==> config.mk <==
export PLATFORM = sky130hd
export DESIGN_NAME = alu_pipe
export DESIGN_NICKNAME = d
export VERILOG_FILES = /design/src/rtl/alu_pipe.sv
export SDC_FILE = /design/constraint.sdc
export NUM_CORES = 1
export LEC_CHECK = 0
export BUFFER_PORTS_ARGS = -buffer_cell sky130_fd_sc_hd__buf_4
export CORE_UTILIZATION = 45
export DETAILED_ROUTE_END_ITERATION = 6
export GPL_TIMING_DRIVEN = 0
export PLACE_DENSITY = 0.61
export SETUP_SLACK_MARGIN = 0.4
export SYNTH_ARGS = -nofsm -noshare
export SYNTH_HDL_FRONTEND = slang
export SYNTH_SLANG_ARGS = --single-unit
export TNS_END_PERCENT = 10
==> constraint.sdc <==
create_clock -name clk -period 3.45 [get_ports clk]
set_clock_uncertainty 0.05 [all_clocks]
set_input_delay 0.345 -clock clk [delete_from_list [all_inputs] [get_ports clk]]
set_output_delay 0.345 -clock clk [all_outputs]
set_load 0.03 [all_outputs]
==> src/rtl/alu_pipe.sv <==
// alu_pipe: clocked, parametrised ALU with a valid/ready operand handshake.
// Single-cycle ops finish in EXEC; MUL (shift-add) and DIV (restoring) take
// WIDTH iterations in ITER plus one finalize cycle. Results are held in DONE
// until the consumer takes them. Only one operation is in flight at a time.
module alu_pipe #(
  parameter int WIDTH = 8
) (
  input  logic             clk,
  input  logic             rst_n,
  input  logic             in_valid,
  output logic             in_ready,
  input  logic [WIDTH-1:0] a,
  input  logic [WIDTH-1:0] b,
  input  logic [3:0]       alu_sel,
  output logic             out_valid,
  input  logic             out_ready,
  output logic [WIDTH-1:0] result,
  output logic [WIDTH-1:0] result_hi,
  output logic             carry,
  output logic             zero,
  output logic             ovf,
  output logic             neg,
  output logic             div0
);

  localparam int M  = WIDTH - 1;
  localparam int CW = $clog2(WIDTH + 1);
  localparam logic [CW-1:0] LAST = CW'(WIDTH);

  localparam logic [3:0] OP_ADD  = 4'h0, OP_SUB  = 4'h1, OP_MUL  = 4'h2, OP_DIV  = 4'h3,
                         OP_LSL  = 4'h4, OP_LSR  = 4'h5, OP_ROL  = 4'h6, OP_ROR  = 4'h7,
                         OP_AND  = 4'h8, OP_OR   = 4'h9, OP_XOR  = 4'hA, OP_NOR  = 4'hB,
                         OP_NAND = 4'hC, OP_XNOR = 4'hD, OP_GT   = 4'hE, OP_EQ   = 4'hF;

  typedef enum logic [1:0] {IDLE, EXEC, ITER, DONE} state_t;

  // registered result bundle, presented on the output ports
  typedef struct packed {
    logic [WIDTH-1:0] lo;
    logic [WIDTH-1:0] hi;
    logic             c;
    logic             z;
    logic             v;
    logic             n;
    logic             d;
  } res_t;

  state_t           state, state_nxt;
  logic [WIDTH-1:0] op_a, op_b;
  logic [3:0]       op_sel;
  logic [WIDTH-1:0] acc_hi, acc_lo;   // MUL: product hi/lo; DIV: remainder/quotient
  logic [CW-1:0]    cnt;
  res_t             res_q, sc_res, it_res;

  logic             is_iter_op;
  logic [WIDTH:0]   add_sum, sub_dif;
  logic [WIDTH:0]   mul_sum;
  logic [WIDTH:0]   div_sh, div_dif;
  logic             div_ok;
  logic [WIDTH-1:0] div_rem;

  assign is_iter_op = (alu_sel == OP_MUL) || (alu_sel == OP_DIV);

  assign add_sum = {1'b0, op_a} + {1'b0, op_b};
  assign sub_dif = {1'b0, op_a} - {1'b0, op_b};

  // one shift-add step: add multiplicand when the current multiplier LSB is set
  assign mul_sum = {1'b0, acc_hi} + ({1'b0, op_a} & {(WIDTH+1){acc_lo[0]}});

  // one restoring-divide step: bring in the next dividend bit, subtract if it fits
  assign div_sh  = {acc_hi, acc_lo[M]};
  assign div_ok  = (div_sh >= {1'b0, op_b});
  assign div_dif = div_sh - {1'b0, op_b};
  assign div_rem = div_ok ? div_dif[M:0] : div_sh[M:0];

  // single-cycle op results and flags from the latched operands
  always_comb begin
    sc_res = '0;
    case (op_sel)
      OP_ADD: begin
        sc_res.lo = add_sum[M:0];
        sc_res.c  = add_sum[WIDTH];
        sc_res.v  = (op_a[M] == op_b[M]) && (add_sum[M] != op_a[M]);
      end
      OP_SUB: begin
        sc_res.lo = sub_dif[M:0];
        sc_res.c  = ~sub_dif[WIDTH];
        sc_res.v  = (op_a[M] != op_b[M]) && (sub_dif[M] != op_a[M]);
      end
      OP_LSL: begin
        sc_res.lo = {op_a[M-1:0], 1'b0};
        sc_res.c  = op_a[M];
      end
      OP_LSR: begin
        sc_res.lo = {1'b0, op_a[M:1]};
        sc_res.c  = op_a[0];
      end
      OP_ROL:  sc_res.lo = {op_a[M-1:0], op_a[M]};
      OP_ROR:  sc_res.lo = {op_a[0], op_a[M:1]};
      OP_AND:  sc_res.lo = op_a & op_b;
      OP_OR:   sc_res.lo = op_a | op_b;
      OP_XOR:  sc_res.lo = op_a ^ op_b;
      OP_NOR:  sc_res.lo = ~(op_a | op_b);
      OP_NAND: sc_res.lo = ~(op_a & op_b);
      OP_XNOR: sc_res.lo = ~(op_a ^ op_b);
      OP_GT:   sc_res.lo = WIDTH'(op_a > op_b);
      OP_EQ:   sc_res.lo = WIDTH'(op_a == op_b);
      default: sc_res.lo = '0;   // MUL/DIV never finish through EXEC
    endcase
    sc_res.z = (sc_res.lo == '0);
    sc_res.n = sc_res.lo[M];
  end

  // MUL/DIV results and flags once all iterations are done
  always_comb begin
    it_res    = '0;
    it_res.lo = acc_lo;
    it_res.hi = acc_hi;
    it_res.n  = acc_lo[M];
    if (op_sel == OP_MUL) begin
      it_res.v = (acc_hi != '0);
      it_res.z = (acc_hi == '0) && (acc_lo == '0);
    end else begin
      // b==0 falls out of the restoring loop as quotient all-ones, remainder a
      it_res.d = (op_b == '0);
      it_res.v = (op_b == '0);
      it_res.z = (acc_lo == '0);
    end
  end

  // FSM state register
  always_ff @(posedge clk or negedge rst_n) begin
    if (!rst_n) state <= IDLE;
    else        state <= state_nxt;
  end

  // FSM next-state logic
  always_comb begin
    state_nxt = IDLE;
    case (state)
      IDLE: state_nxt = in_valid ? (is_iter_op ? ITER : EXEC) : IDLE;
      EXEC: state_nxt = DONE;
      ITER: state_nxt = (cnt == LAST) ? DONE : ITER;
      DONE: state_nxt = out_ready ? IDLE : DONE;
      default: state_nxt = IDLE;
    endcase
  end

  // operand latch, iteration datapath and result register
  always_ff @(posedge clk or negedge rst_n) begin
    if (!rst_n) begin
      op_a   <= '0;
      op_b   <= '0;
      op_sel <= '0;
      acc_hi <= '0;
      acc_lo <= '0;
      cnt    <= '0;
      res_q  <= '0;
    end else begin
      case (state)
        IDLE: if (in_valid) begin
          op_a   <= a;
          op_b   <= b;
          op_sel <= alu_sel;
          acc_hi <= '0;
          acc_lo <= (alu_sel == OP_MUL) ? b : a;
          cnt    <= '0;
        end
        EXEC: res_q <= sc_res;
        ITER: begin
          if (cnt != LAST) begin
            if (op_sel == OP_MUL) begin
              acc_hi <= mul_sum[WIDTH:1];
              acc_lo <= {mul_sum[0], acc_lo[M:1]};
            end else begin
              acc_hi <= div_rem;
              acc_lo <= {acc_lo[M-1:0], div_ok};
            end
            cnt <= cnt + CW'(1);
          end else begin
            res_q <= it_res;
          end
        end
        default: ;
      endcase
    end
  end

  assign in_ready  = (state == IDLE);
  assign out_valid = (state == DONE);
  assign result    = res_q.lo;
  assign result_hi = res_q.hi;
  assign carry     = res_q.c;
  assign zero      = res_q.z;
  assign ovf       = res_q.v;
  assign neg       = res_q.n;
  assign div0      = res_q.d;

endmodule

# Yosys cells after proc, flatten, opt, wreduce, memory -nomap -nowiden
# Cells that the tools add are included.
[totals] output_inout_bits=23 ff_bits=63 elab_cells=99 input_bits=24
[op_classes] eq_ne=29 n_addsub=5 muxes=25 n_lt_le_gt_ge=2 bitwise_logic=8 n_reduce_logical=16
[op_table] cell="$pmux 8 s14" count=1
[op_table] cell="$mux 8" count=8
[op_table] cell="$pmux 21 s2" count=1
[op_table] cell="$eq 4x4->1 const B" count=9
[op_table] cell="$logic_not 8->1" count=4
[op_table] cell="$pmux 8 s2" count=2
[op_table] cell="$not 8->8" count=3
[op_table] cell="$mux 21" count=1
[op_table] cell="$eq 4x3->1 const B" count=4
[op_table] cell="$eq 4x2->1 const B" count=3
[op_table] cell="$add 8x8->9" count=1
[op_table] cell="$add 8x9->9" count=1
[op_table] cell="$and 8x9->9" count=1
[op_table] cell="$ge 9x8->1" count=1
[op_table] cell="$sub 8x8->9" count=1
[op_table] cell="$and 8x8->8" count=1
[op_table] cell="$eq 8x8->1" count=1
[op_table] cell="$gt 8x8->1" count=1
[op_table] cell="$mux 2" count=4
[op_table] cell="$mux 4" count=2
[op_table] cell="$or 8x8->8" count=1
[op_table] cell="$pmux 2 s4" count=1
[op_table] cell="$pmux 4 s2" count=1
[op_table] cell="$reduce_bool 8->1" count=1
[op_table] cell="other kinds (21)" count=31

# Depth between registers and ports, before layout
# Gate-level depths: netlist of run 1.
[depth] word_depth=5 depth_mapped=11 mapped_depth_nobuf=11

# Worst setup path after synthesis of run 1
# OpenSTA, ideal clock, no wires.
[synth_path] path_type="register -> register" startpoint="register op_a[0]" endpoint="register res_q (netlist bit zero)" path_stages_with_launch=12 synth_period_minus_slack_ps=2617 required_ps=3308 path_buffers=0 setup_time_ps=92 path_slack_ps=833 t_arrival_ps=2476 cell_sequence="dfrtp_1 > inv_1 > ha_1 > inv_1 > fa_1 > nor3b_1 > nor3_1 > o311a_1 > o221ai_1 > a21boi_1 > or2_2 > o31ai_2"
[synth_between] elab_chain_cells=5 word_cells_on_any_way=13 classes_between="add/sub (2); order compare (1); eq/ne (1); mux (2); bitwise (6); reduce/logical (1)"
[synth_rtl] element="start, declared" line_no="49" source="logic [WIDTH-1:0] op_a, op_b;"
[synth_rtl] element="start signal, assigned" line_no="152" source="op_a <= '0;"
[synth_rtl] element="start signal, assigned" line_no="162" source="op_a <= a;"
[synth_rtl] element="branches (longest 2 deep; another with $sub 8x8->9)"
[synth_rtl] element="$pmux 8 s14 (*)" line_no="79" source="case (op_sel)"
[synth_rtl] element="$logic_not 8->1 (*)" line_no="110" source="sc_res.z = (sc_res.lo == '0);"
[synth_rtl] element="$pmux 21 s2 (*)" line_no="160" source="case (state)"
[synth_rtl] element="end signal, assigned" line_no="169" source="EXEC: res_q <= sc_res;"
[synth_rtl] element="end signal, assigned" line_no="181" source="res_q <= it_res;"
[synth_rtl] element="end, declared" line_no="53" source="res_t res_q, sc_res, it_res;"
# Mark *: on every way between the ends.
# A chain may end at the register's enable or synchronous reset.

# Final worst setup path of run 1
[layout_path] startpoint="register op_b[1]" endpoint="register res_q (netlist bit zero)"
[layout_between] elab_chain_cells=5 word_cells_on_any_way=13 classes_between="add/sub (2); order compare (1); eq/ne (1); mux (2); bitwise (6); reduce/logical (1)"
[layout_rtl] element="start, declared" line_no="49"
[layout_rtl] element="start signal, assigned" line_no="153" source="op_b <= '0;"
[layout_rtl] element="start signal, assigned" line_no="163" source="op_b <= b;"
[layout_rtl] element="branches (longest 2 deep; another with $sub 8x8->9)"
[layout_rtl] element="$pmux 8 s14 (*)" line_no="79"
[layout_rtl] element="$logic_not 8->1 (*)" line_no="110"
[layout_rtl] element="$pmux 21 s2 (*)" line_no="160"
# Marked as above.

==> results of run 1 <==
## cell families after synthesis
group                      count (synthesis)  share of synthesized area (%)
AOI/OAI and AO/OA                        204                          25.07
adders and majority gates                 46                          11.13
xor gates and xnor gates                  15                          2.415
and+or+nand+nor                          249                          22.24
muxes                                     25                          4.830
buffers and inverters                     77                          5.796
DFF                                       62                          28.52
## per-stage QoR
step | power, W | setup WS (ps) | area, sq um | std cells | hold slack (ps)
global route | 0.007987 | 337.4 | 6248 | 883 | 122.9
CTS | 0.007329 | 428.7 | 6238 | 883 | 82.48
global placement | 0.006406 | 306.5 | 5964 | 867 | 418.9
floorplan | 0.004967 | 832.7 | 5440 | 678 | -0.5911
detailed placement | 0.006476 | 298.7 | 5964 | 867 | 424.9
finish | 0.007463 | 418.6 | 6248 | 883 | 49.53
## registers in the layout, summed over array words and instances, names as in the netlist, 4 cells and up
register / count
acc_hi: 8
acc_lo: 8
op_a: 8
op_b: 8
result: 8
result_hi: 8
cnt: 4
op_sel: 4
## synthesized netlist by cell type (3+ instances only)
library cell / number / share of area, %
o21ai_1: 22 / 2.0
inv_2: 3 / 0.21
mux2_2: 9 / 1.9
nand3_1: 29 / 2.7
and2_1: 10 / 1.1
and3_1: 4 / 0.46
nor4_1: 9 / 1.0
or2_2: 3 / 0.35
a2111oi_0: 3 / 0.48
a221o_1: 4 / 0.74
nor2b_1: 10 / 1.1
inv_1: 30 / 2.1
o22ai_1: 5 / 0.57
a22o_1: 4 / 0.64
o211ai_1: 9 / 1.2
o311ai_1: 3 / 0.48
o21a_1: 6 / 0.83
o31ai_1: 8 / 1.1
a211o_1: 3 / 0.48
xnor2_1: 8 / 1.3
nor2_1: 44 / 3.0
o21bai_1: 3 / 0.41
a31oi_1: 9 / 1.0
o21ai_0: 42 / 3.9
nand2b_1: 10 / 1.1
o221ai_1: 4 / 0.64
xor2_1: 7 / 1.1
a22oi_1: 3 / 0.41
nand4_1: 7 / 0.80
mux2i_1: 15 / 2.8
a211oi_1: 4 / 0.55
buf_2: 9 / 0.83
nand2_1: 93 / 6.4
or3_1: 5 / 0.57
a32oi_1: 5 / 0.80
ha_1: 42 / 9.7
o311a_1: 3 / 0.55
a21oi_1: 36 / 3.3
fa_1: 4 / 1.5
nor3_1: 12 / 1.1
clkbuf_1: 32 / 2.2
a21o_1: 11 / 1.5
dfrtp_1: 62 / 29
## area by class of cell
class	count	area (sq um)
Fill cell	1161	5365
Multi-Input combinational cell	539	3587
Sequential cell	62	1553
Timing Repair Buffer	46	345.3
Clock buffer	12	246.5
Buffer	44	191.4
Tap cell	143	178.9
Inverter	33	123.9
Clock inverter	4	22.52
## worst max-delay path: stages, from the launching register on
cell and delay, ps:
dfrtp_1 390, inv_1 280, ha_1 390, a211oi_2 320, nor2_1 100, a221o_1 350, a221o_1 410, nor4_2 270
nand4_1 160, o31ai_2 210
## repair_timing
action | in CTS | in global routing
endpoints found under the setup margin | 2 | 4
hold buffers | 0 | 0
gates resized for setup | 1 | 3
## cell usage in the layout, fill, tap and decap left out, types with 5 or more instances in the layout
cell type,netlist,routed
mux2_2,9,9
a31oi_1,9,9
o211ai_1,9,9
nor2b_1,10,10
nand2b_1,10,10
and2_1,10,10
o21ai_1,22,22
nor2_1,44,44
nor4_1,9,9
xnor2_1,8,8
nand2_1,93,93
nor3_1,12,11
nand3_1,29,29
o22ai_1,5,5
ha_1,42,42
a21o_1,11,11
xor2_1,7,7
buf_2,9,9
buf_4,2,48
mux2i_1,15,15
or3_1,5,5
inv_1,30,30
clkbuf_1,32,34
o31ai_1,8,7
o21a_1,6,6
a32oi_1,5,5
o21ai_0,42,42
a21oi_1,36,35
dfrtp_1,62,61
nand4_1,7,7
clkbuf_16,0,9
## metal layers
metal  wire length, um  GRT usage (%)  vias up
li1                  -              -     2566
met1              8358          42.98     2681
met2              8244          46.67      289
met3              1819          7.567       24
met4               313          6.222        0
met5                 0              0        -
## report_power, final
part / internal (W) / switching (W) / total, W
Combinational: 0.00193 / 0.00324 / 0.00517
Clock: 0.000501 / 0.000317 / 0.000818
Sequential: 0.00104 / 0.000439 / 0.00147
Total: 0.00347 / 0.00400 / 0.00746
## final timing paths
| kind | startpoint | end | slack, ps | cells after the start |
|---|---|---|---|---|
| worst max-delay path | op_b[1] | zero | 420 | 9 |
| worst min-delay path | rst_n | op_sel[3] | 50 | 1 |
| worst max register to register | op_b[1] | zero | 420 | 9 |
| worst min register to register | result[5] | result[5] | 430 | 1 |
| max in group asynchronous | rst_n | op_a[1] | 2730 | 1 |
| min in group clk | alu_sel[3] | op_sel[3] | 170 | 3 |
==> summary.txt, run 1 <==
Run status
  – Status: complete, but fails checks
  – Failing checks: design-rule violations

Floorplan
  – Die ar.: 0.01253 sq mm
  – Row cnt: 39
  – Initial Util: 46.84%
  – Die width: 112.0 um
  – Core area: 0.01161 sq mm
  – Die Y: 112.0 um
  – I/O pin cnt: 47

Clock network
  – Post-CTS Setup Bufs: 0
  – CTS tree: built
  – H-Tree Depth: 3
  – Clk pin slew, worst setup/hold paths: 50 ps
  – Num CTS Buffers: 9
  – Clock root buffer: clkbuf_16
  – Clock Sinks: 62
  – CTS Buffer Depth: 2
  – Clock Latency Late Sink: 330 ps

STA
  – Worst-Margin Slew: 1091 ps
  – Final Setup Violations: 0
  – Unrepaired setup endpoints after global routing: true
  – Fin Setup TNS: 0 ps
  – Final Critical Period: 3031 ps
  – Final hold violations: 0
  – Final Max Tran Viols: 0
  – Tcrit/Tclk final: 87.87%
  – Upper clock frequency limit: 329.9 MHz
  – Slew HR: 27.11%

Worst setup path
  – Crit path launch type: flip-flop
  – Worst endpoint required time: 3640 ps
  – Crit path max fanout: 7
  – Critical Setup Path Class: reg2reg
  – Crit end category: flip-flop
  – Critical Path AT: 3220 ps

Drt
  – Via Count: 5560
  – Initial drt markers: 541
  – Mean routed wirelength per cell: 21.22 um
  – Antenna-violating nets left: 0
  – Total wire length: 18.74 mm
  – DR pass1 iterations: 7
  – DRC viols: 7
  – Vias per cell: 6.297

GRT
  – Initial antenna violation count: 0
  – Global Route Usage Sum: 30.29%
  – Overflow after GRT: 0
  – First-pass GRT wire length: 28.91 mm
  – Vias in the first global route: 5195
  – Largest net degree at the start of global routing: 63

Synthesis
  – Yosys warning total: 0
  – Post-synth cell types: 70
  – Post-synth top flop: dfrtp_1
  – Synth Instances: 678
  – Yosys reg bits: 62
  – Syn_nets: 748
  – Synthesized area: 0.005440 sq mm
  – EDFF count, synth: 0
  – Syn Area/Cell: 8.024 sq um
  – Async SR Flop Fraction: 100.0%
  – Seq/Total Area, Yosys: 28.52%

Worst hold path
  – Worst Hold Class: in2async

Power and ir drop
  – Static leakage: 2.842 nW
  – Maximum vdd ir drop: 577.6 uV
  – PwrDens: 1194 mW/mm^2

Finish
  – Antenna cell count: 0
  – Share of layout cells above drive strength 1: 13.38%
  – Synth-to-Final Area Change: 14.86%
  – Layout net count: 805
  – Final Util: 53.80%

Placed design
  – GPL Wtd Cong: 0.9503
  – Port buffer count: 46
  – Hpwl dp: 14.52 mm

Run
  – Max-Cap Viols: 0
Power figures use the tool's default switching activity.
==> run 2, diff against run 1 <==
--- a/config.mk
+++ b/config.mk
@@ -10,6 +10,7 @@
 export DETAILED_ROUTE_END_ITERATION = 6
 export GPL_TIMING_DRIVEN = 0
 export PLACE_DENSITY = 0.61
+export REMOVE_ABC_BUFFERS = 1
 export SETUP_SLACK_MARGIN = 0.4
 export SYNTH_ARGS = -nofsm -noshare
 export SYNTH_HDL_FRONTEND = slang
==> run 2 against run 1 <==
The flow still finishes with violations (design-rule violations); largest power group unchanged; count of clock-buffer cells in the layout shrank 1; largest cell class unchanged; cell count fell by 4.8%; sequential power rose by 19%.
==> summary.txt, run 2 (same netlist as run 1, synthesis figures left out) <==
Power and ir drop
  – Int Power: 0.003461 W (was 0.003467 W)
  – Comb power frac: 63.1% (was 69.3%)
  – Clock share of power: 12.6% (was 11.0%)
  – Total Power: 0.007231 W (was 0.007463 W)
  – PwrDens: 1181 mW/mm^2 (was 1194 mW/mm^2)
  – Net switching power: 0.003770 W (was 0.003996 W)
  – Switching portion of total power: 52.14% (was 53.54%)
  – Maximum vdd ir drop: 362.9 uV (was 577.6 uV)
  – Reg power frac: 24.2% (was 19.8%)
  – Static leakage: 2.759 nW (was 2.842 nW)

Worst setup path
  – FF-to-FF Start: op_sel[0] (was op_b[1])
  – Setup crit start: op_sel[0] (was op_b[1])
  – Critical Setup Path Class: reg2reg (unchanged)
  – Worst r2r path cells: 7 (was 9)
  – R2R setup slack: 510 ps (was 420 ps)
  – Crit end category: flip-flop (unchanged)
  – Crit path max fanout: 42 (was 7)
  – Critical Path AT: 3160 ps (was 3220 ps)
  – Crit path launch type: flip-flop (unchanged)
  – Worst endpoint required time: 3670 ps (was 3640 ps)
  – Reg-to-reg endpoint: result[5] (was zero)

Floorplan
  – Row cnt: 39 (unchanged)
  – Initial Util: 46.84% (unchanged)
  – Die ar.: 0.01253 sq mm (unchanged)
  – Die Y: 112.0 um (unchanged)
  – Core area: 0.01161 sq mm (unchanged)
  – Die width: 112.0 um (unchanged)
  – I/O pin cnt: 47 (unchanged)

STA
  – Slew HR: 12.15% (was 27.11%)
  – Upper clock frequency limit: 340.6 MHz (was 329.9 MHz)
  – Unrepaired setup endpoints after global routing: true (unchanged)
  – Worst-Margin Slew: 1308 ps (was 1091 ps)
  – Tcrit/Tclk final: 85.10% (was 87.87%)
  – Final Setup Violations: 0 (unchanged)
  – Final Max Tran Viols: 0 (unchanged)
  – Final hold violations: 0 (unchanged)
  – Fin Hold WS: 45.36 ps (was 49.53 ps)
  – Final Critical Period: 2936 ps (was 3031 ps)

GRT
  – Overflow after GRT: 0 (unchanged)
  – Global Route Usage Sum: 27.70% (was 30.29%)
  – Largest net degree at the start of global routing: 63 (unchanged)
  – First-pass GRT wire length: 26.87 mm (was 28.91 mm)
  – Vias in the first global route: 4880 (was 5195)
  – Initial antenna violation count: 0 (unchanged)

Run status
  – Failing checks: design-rule violations (unchanged)
  – Status: complete, but fails checks (unchanged)

Finish
  – Share of layout cells above drive strength 1: 14.18% (was 13.38%)
  – Synth-to-Final Area Change: 12.56% (was 14.86%)
  – Antenna cell count: 0 (unchanged)
  – Final Cell Area: 0.006123 sq mm (was 0.006248 sq mm)
  – Non-filler cells, final: 841 (was 883)
  – Commonest non-fill, non-tap cell in the layout: nand2_1 (unchanged)
  – Final Util: 52.73% (was 53.80%)
  – Commonest non-fill, non-tap cells in the layout: nand2_1 (93), dfrtp_1 (56), buf_4 (48) (was nand2_1 (93), dfrtp_1 (61), buf_4 (48))
  – Layout net count: 763 (was 805)

Clock network
  – Clock root buffer: clkbuf_16 (unchanged)
  – H-Tree Depth: 3 (unchanged)
  – Clock Sinks: 62 (unchanged)
  – CTS Buffer Depth: 2 (unchanged)
  – Num CTS Buffers: 9 (unchanged)
  – CTS tree: built (unchanged)
  – Clock Latency Late Sink: 330 ps (about the same)
  – Clk pin slew, worst setup/hold paths: 50 ps (about the same)

Drt
  – DR pass1 iterations: 7 (unchanged)
  – Antenna-violating nets left: 0 (unchanged)
  – Initial drt markers: 612 (was 541)
  – Via Count: 5279 (was 5560)
  – Total wire length: 16.69 mm (was 18.74 mm)
  – Mean routed wirelength per cell: 19.85 um (was 21.22 um)
  – DRC viols: 6 (was 7)
  – Vias per cell: 6.277 (was 6.297)

Placed design
  – GPL Wtd Cong: 0.8815 (was 0.9503)
  – Placed insts: 823 (was 867)
  – Port buffer count: 46 (unchanged)
  – Hpwl dp: 12.23 mm (was 14.52 mm)
  – Area after DPL: 0.005776 sq mm (was 0.005964 sq mm)

Worst hold path
  – Worst Hold Class: in2async (unchanged)

Run
  – Max-Cap Viols: 0 (unchanged)
-- run 2: cell types whose count changed in the layout (fill, tap and decap cells not counted), moves of 2 or more --
cell        before  now
clkinvlp_4       1    3
dfrtp_2          1    6
dfrtp_1         61   56
clkinv_2         3    1
buf_2            9    0
inv_1           30   28
clkbuf_1        34    1
-- run 2: what timing repair did --
action | in CTS | in global routing
cloned | 0 | 0
pin swaps | 0 | 2
hold buffers | 0 | 0
endpoints found under the setup margin | 21 | 10
resized for setup | 4 | 9
buffers inserted | 0 | 2
-- run 2: through the flow --
step | setup WS [ps] | TNS, ps
floorplan | 828.1 | 0
global placement | 34.25 | 0
detailed placement | -68.39 | -68.39
CTS | 451.5 | 0
global route | 347.6 | 0
finish | 513.9 | 0
-- run 2: power groups by stage --
stage	Sequential, W	Clock (W)	Combinational, W
finish	0.00175	0.000914	0.00457
floorplan	0.00161	0	0.00320
CTS	0.00171	0.000926	0.00446
global placement	0.00170	0	0.00434
global route	0.00180	0.000948	0.00505
detailed placement	0.00172	0	0.00442
-- run 2: worst max path at each step --
stage | endpoint | slack, ps | depth (start not counted)
final | result[5] | 510 | 7
after CTS | zero | 450 | 9
after global routing | zero | 350 | 9
after global placement | ovf | 30 | 7
after detailed placement | ovf | -70 | 7
after floorplan | zero | 830 | 11
-- run 2: layer usage --
metal  routed length (um)  part of all wire (%)  vias to the layer above  global-route usage (%)
met4                  385                   2.3                        0                   9.244
li1                     -                     -                     2497                       -
met3                 1296                   7.8                       29                   5.335
met2                 7389                    44                      239                   41.66
met5                    0                     0                        -                       0
met1                 7619                    46                     2514                   39.78
-- run 2: worst max-delay path: stages (launching register included) --
cell and delay, ps:
dfrtp_2 890, nor4b_2 940, a2bb2oi_1 160, o21ai_0 150, or3_1 120, a21oi_1 120, a211oi_1 310, a21o_1 120
-- run 2: final cells by class --
class                      instances  area, sq um
inverter                          33        127.6
clock inverter                     5        58.81
timing repair buffer              48        360.3
tap                              143        178.9
fill                            1116         5490
multi-input combinational        539         3596
sequential                        62         1559
clock buffer                      11        242.7
==> run 3, diff against run 2 <==
--- a/config.mk
+++ b/config.mk
@@ -8,7 +8,7 @@
 export BUFFER_PORTS_ARGS = -buffer_cell sky130_fd_sc_hd__buf_4
 export CORE_UTILIZATION = 45
 export DETAILED_ROUTE_END_ITERATION = 6
-export GPL_TIMING_DRIVEN = 0
+export GPL_TIMING_DRIVEN = 1
 export PLACE_DENSITY = 0.61
 export REMOVE_ABC_BUFFERS = 1
 export SETUP_SLACK_MARGIN = 0.4
==> run 3 against run 2 <==
The flow still finishes with violations (design-rule violations); via count increased by 1.6%; cell count rose by 1.7%; register-to-register slack improved by 60 ps; core utilization is 0.84 points higher; non-clock buffer count rose by 14; first-iteration DRC count shrank 12%; global-route usage rose by 2.0 points; critical path depth grew 2; worst setup slack improved by 61 ps; combinational power up 6.8%; power increased by 3.6%; largest cell class unchanged; largest power group unchanged.
==> summary.txt, run 3 (same netlist as run 1, synthesis figures left out) <==
Clock network
  – Clock root buffer: clkbuf_16 (unchanged)
  – H-Tree Depth: 3 (unchanged)
  – Clk pin slew, worst setup/hold paths: 60 ps (was 50 ps)
  – Num CTS Buffers: 9 (unchanged)
  – Clock Sinks: 62 (unchanged)
  – Clock Latency Late Sink: 340 ps (was 330 ps)
  – Post-CTS Setup Bufs: 0 (unchanged)
  – CTS tree: built (unchanged)
  – CTS Buffer Depth: 2 (unchanged)
  – Post-cts resize count: 0 (was 4)
  – Post-CTS Hold Buffers: 0 (unchanged)

STA
  – Tcrit/Tclk final: 83.35% (was 85.10%)
  – Worst-Margin Slew: 944.7 ps (was 1308 ps)
  – Final Setup Violations: 0 (unchanged)
  – Upper clock frequency limit: 347.8 MHz (was 340.6 MHz)
  – Fin Setup TNS: 0 ps (unchanged)
  – Slew HR: 37.02% (was 12.15%)
  – Final hold violations: 0 (unchanged)
  – Final Critical Period: 2876 ps (was 2936 ps)
  – Final worst slack: 574.4 ps (was 513.9 ps)
  – Unrepaired setup endpoints after global routing: false (was true)
  – Final Max Tran Viols: 0 (unchanged)

Worst setup path
  – Crit-path max cell delay: 400 ps (was 940 ps)
  – Crit end category: flip-flop (unchanged)
  – Critical Path AT: 3080 ps (was 3160 ps)
  – Reg-to-reg endpoint: zero (was result[5])
  – Worst endpoint required time: 3650 ps (was 3670 ps)
  – Slowest-stage cell, CP: a221o_1 (was nor4b_2)
  – Crit path max fanout: 7 (was 42)
  – Crit-path cells: inv_1 -> ha_1 -> a211oi_2 -> nor2_1 -> a221o_1 -> a221o_1 -> nor4_2 -> nand4_1 -> o31ai_2 (was nor4b_2 -> a2bb2oi_1 -> o21ai_0 -> or3_1 -> a21oi_1 -> a211oi_1 -> a21o_1)
  – Worst r2r path cells: 9 (was 7)
  – Crit path launch type: flip-flop (unchanged)
  – Critical Setup Path Class: reg2reg (unchanged)
  – FF-to-FF Start: op_b[1] (was op_sel[0])
  – R2R setup slack: 570 ps (was 510 ps)
  – Setup crit start: op_b[1] (was op_sel[0])
  – Worst path buffer plus inverter count: 1 (was 0)
  – Most common cell on crit path: a221o_1
  – CP top delay family: compound AO/OA/AOI/OAI gates (was simple AND/OR/NAND/NOR gates)

Finish
  – Antenna cell count: 0 (unchanged)
  – Commonest non-fill, non-tap cells in the layout: nand2_1 (93), dfrtp_1 (62), buf_4 (62) (was nand2_1 (93), dfrtp_1 (56), buf_4 (48))
  – Share of layout cells above drive strength 1: 14.19% (was 14.18%)
  – Multi-input gate area: 0.003573 sq mm (was 0.003596 sq mm)
  – Commonest non-fill, non-tap cell in the layout: nand2_1 (unchanged)
  – Synth-to-Final Area Change: 14.35% (was 12.56%)
  – Layout net count: 777 (was 763)
  – Fill cells: 1109 (was 1116)
  – Sequential cell area: 0.001551 sq mm (was 0.001559 sq mm)
  – Final Util: 53.57% (was 52.73%)
  – Final Cell Area: 0.006221 sq mm (was 0.006123 sq mm)

Floorplan
  – Row cnt: 39 (unchanged)
  – Die Y: 112.0 um (unchanged)
  – Die width: 112.0 um (unchanged)
  – I/O pin cnt: 47 (unchanged)
  – Die ar.: 0.01253 sq mm (unchanged)
  – Core area: 0.01161 sq mm (unchanged)
  – Initial Util: 46.84% (unchanged)

GRT
  – First-pass GRT wire length: 28.55 mm (was 26.87 mm)
  – Vias in the first global route: 5032 (was 4880)
  – Initial antenna violation count: 0 (unchanged)
  – Overflow after GRT: 0 (unchanged)
  – Global Route Usage Sum: 29.73% (was 27.70%)
  – Largest net degree at the start of global routing: 63 (unchanged)

Drt
  – DRC viols: 10 (was 6)
  – Mean routed wirelength per cell: 21.04 um (was 19.85 um)
  – Initial drt markers: 539 (was 612)
  – Total wire length: 17.99 mm (was 16.69 mm)
  – Vias per cell: 6.274 (was 6.277)
  – Antenna-violating nets left: 0 (unchanged)
  – Via Count: 5364 (was 5279)
  – DR pass1 iterations: 7 (unchanged)

Power and ir drop
  – PwrDens: 1204 mW/mm^2 (was 1181 mW/mm^2)
  – Maximum vdd ir drop: 596.5 uV (was 362.9 uV)
  – Static leakage: 2.852 nW (was 2.759 nW)

Worst hold path
  – Worst Hold Class: in2async (unchanged)

Placed design
  – GPL Wtd Cong: 0.9617 (was 0.8815)
  – Area after DPL: 0.005893 sq mm (was 0.005776 sq mm)
  – Hpwl dp: 13.69 mm (was 12.23 mm)
  – Port buffer count: 46 (unchanged)
  – DP Worst Slack: 626.6 ps (was -68.39 ps)

Run
  – Max-Cap Viols: 0 (unchanged)

Run status
  – Failing checks: design-rule violations (unchanged)
  – Status: complete, but fails checks (unchanged)
run 3: layout make-up:
class | count | area share (%)
well taps | 143 | 2.876
repair buffers | 62 | 7.482
inverters | 33 | 1.991
multi-input cells | 539 | 57.44
flip-flops and latches | 62 | 24.94
clock buffers | 9 | 3.620
clock inverters | 7 | 1.649
run 3: worst max-delay path by stage:
stage,end,slack (ps),cells past startpoint
after CTS,zero,600,9
after detailed placement,zero,630,9
after floorplan,zero,830,11
after global placement,zero,670,9
final,zero,570,9
after global routing,zero,430,9
run 3: worst register-to-register path, cell delays in order (launching register included):
cell	delay, ps
dfrtp_1	390
inv_1	270
ha_1	360
a211oi_2	290
nor2_1	100
a221o_1	350
a221o_1	400
nor4_2	260
nand4_1	130
o31ai_2	180
run 3: stage by stage:
step	hold WS (ps)	total power (W)	cells
5_1_grt	111.1	0.008071	855
3_3_place_gp	424.0	0.006307	839
2_1_floorplan	-0.5911	0.004815	634
3_5_place_dp	432.3	0.006368	839
6_report	56.30	0.007493	855
4_1_cts	80.28	0.007402	855
run 3: report_power, final:
group | internal, W | leakage [nW] | switching, W
logic | 0.00192 | 1.91 | 0.00295
registers | 0.00103 | 0.783 | 0.000567
clock network | 0.000643 | 0.157 | 0.000378
run 3: per-layer routing:
metal / vias up / GRT usage (%) / wire length, um
li1: 2513 / - / -
met1: 2589 / 42.78 / 8288
met2: 234 / 44.93 / 8022
met3: 28 / 6.587 / 1347
met4: 0 / 7.822 / 330
met5: - / 0 / 0
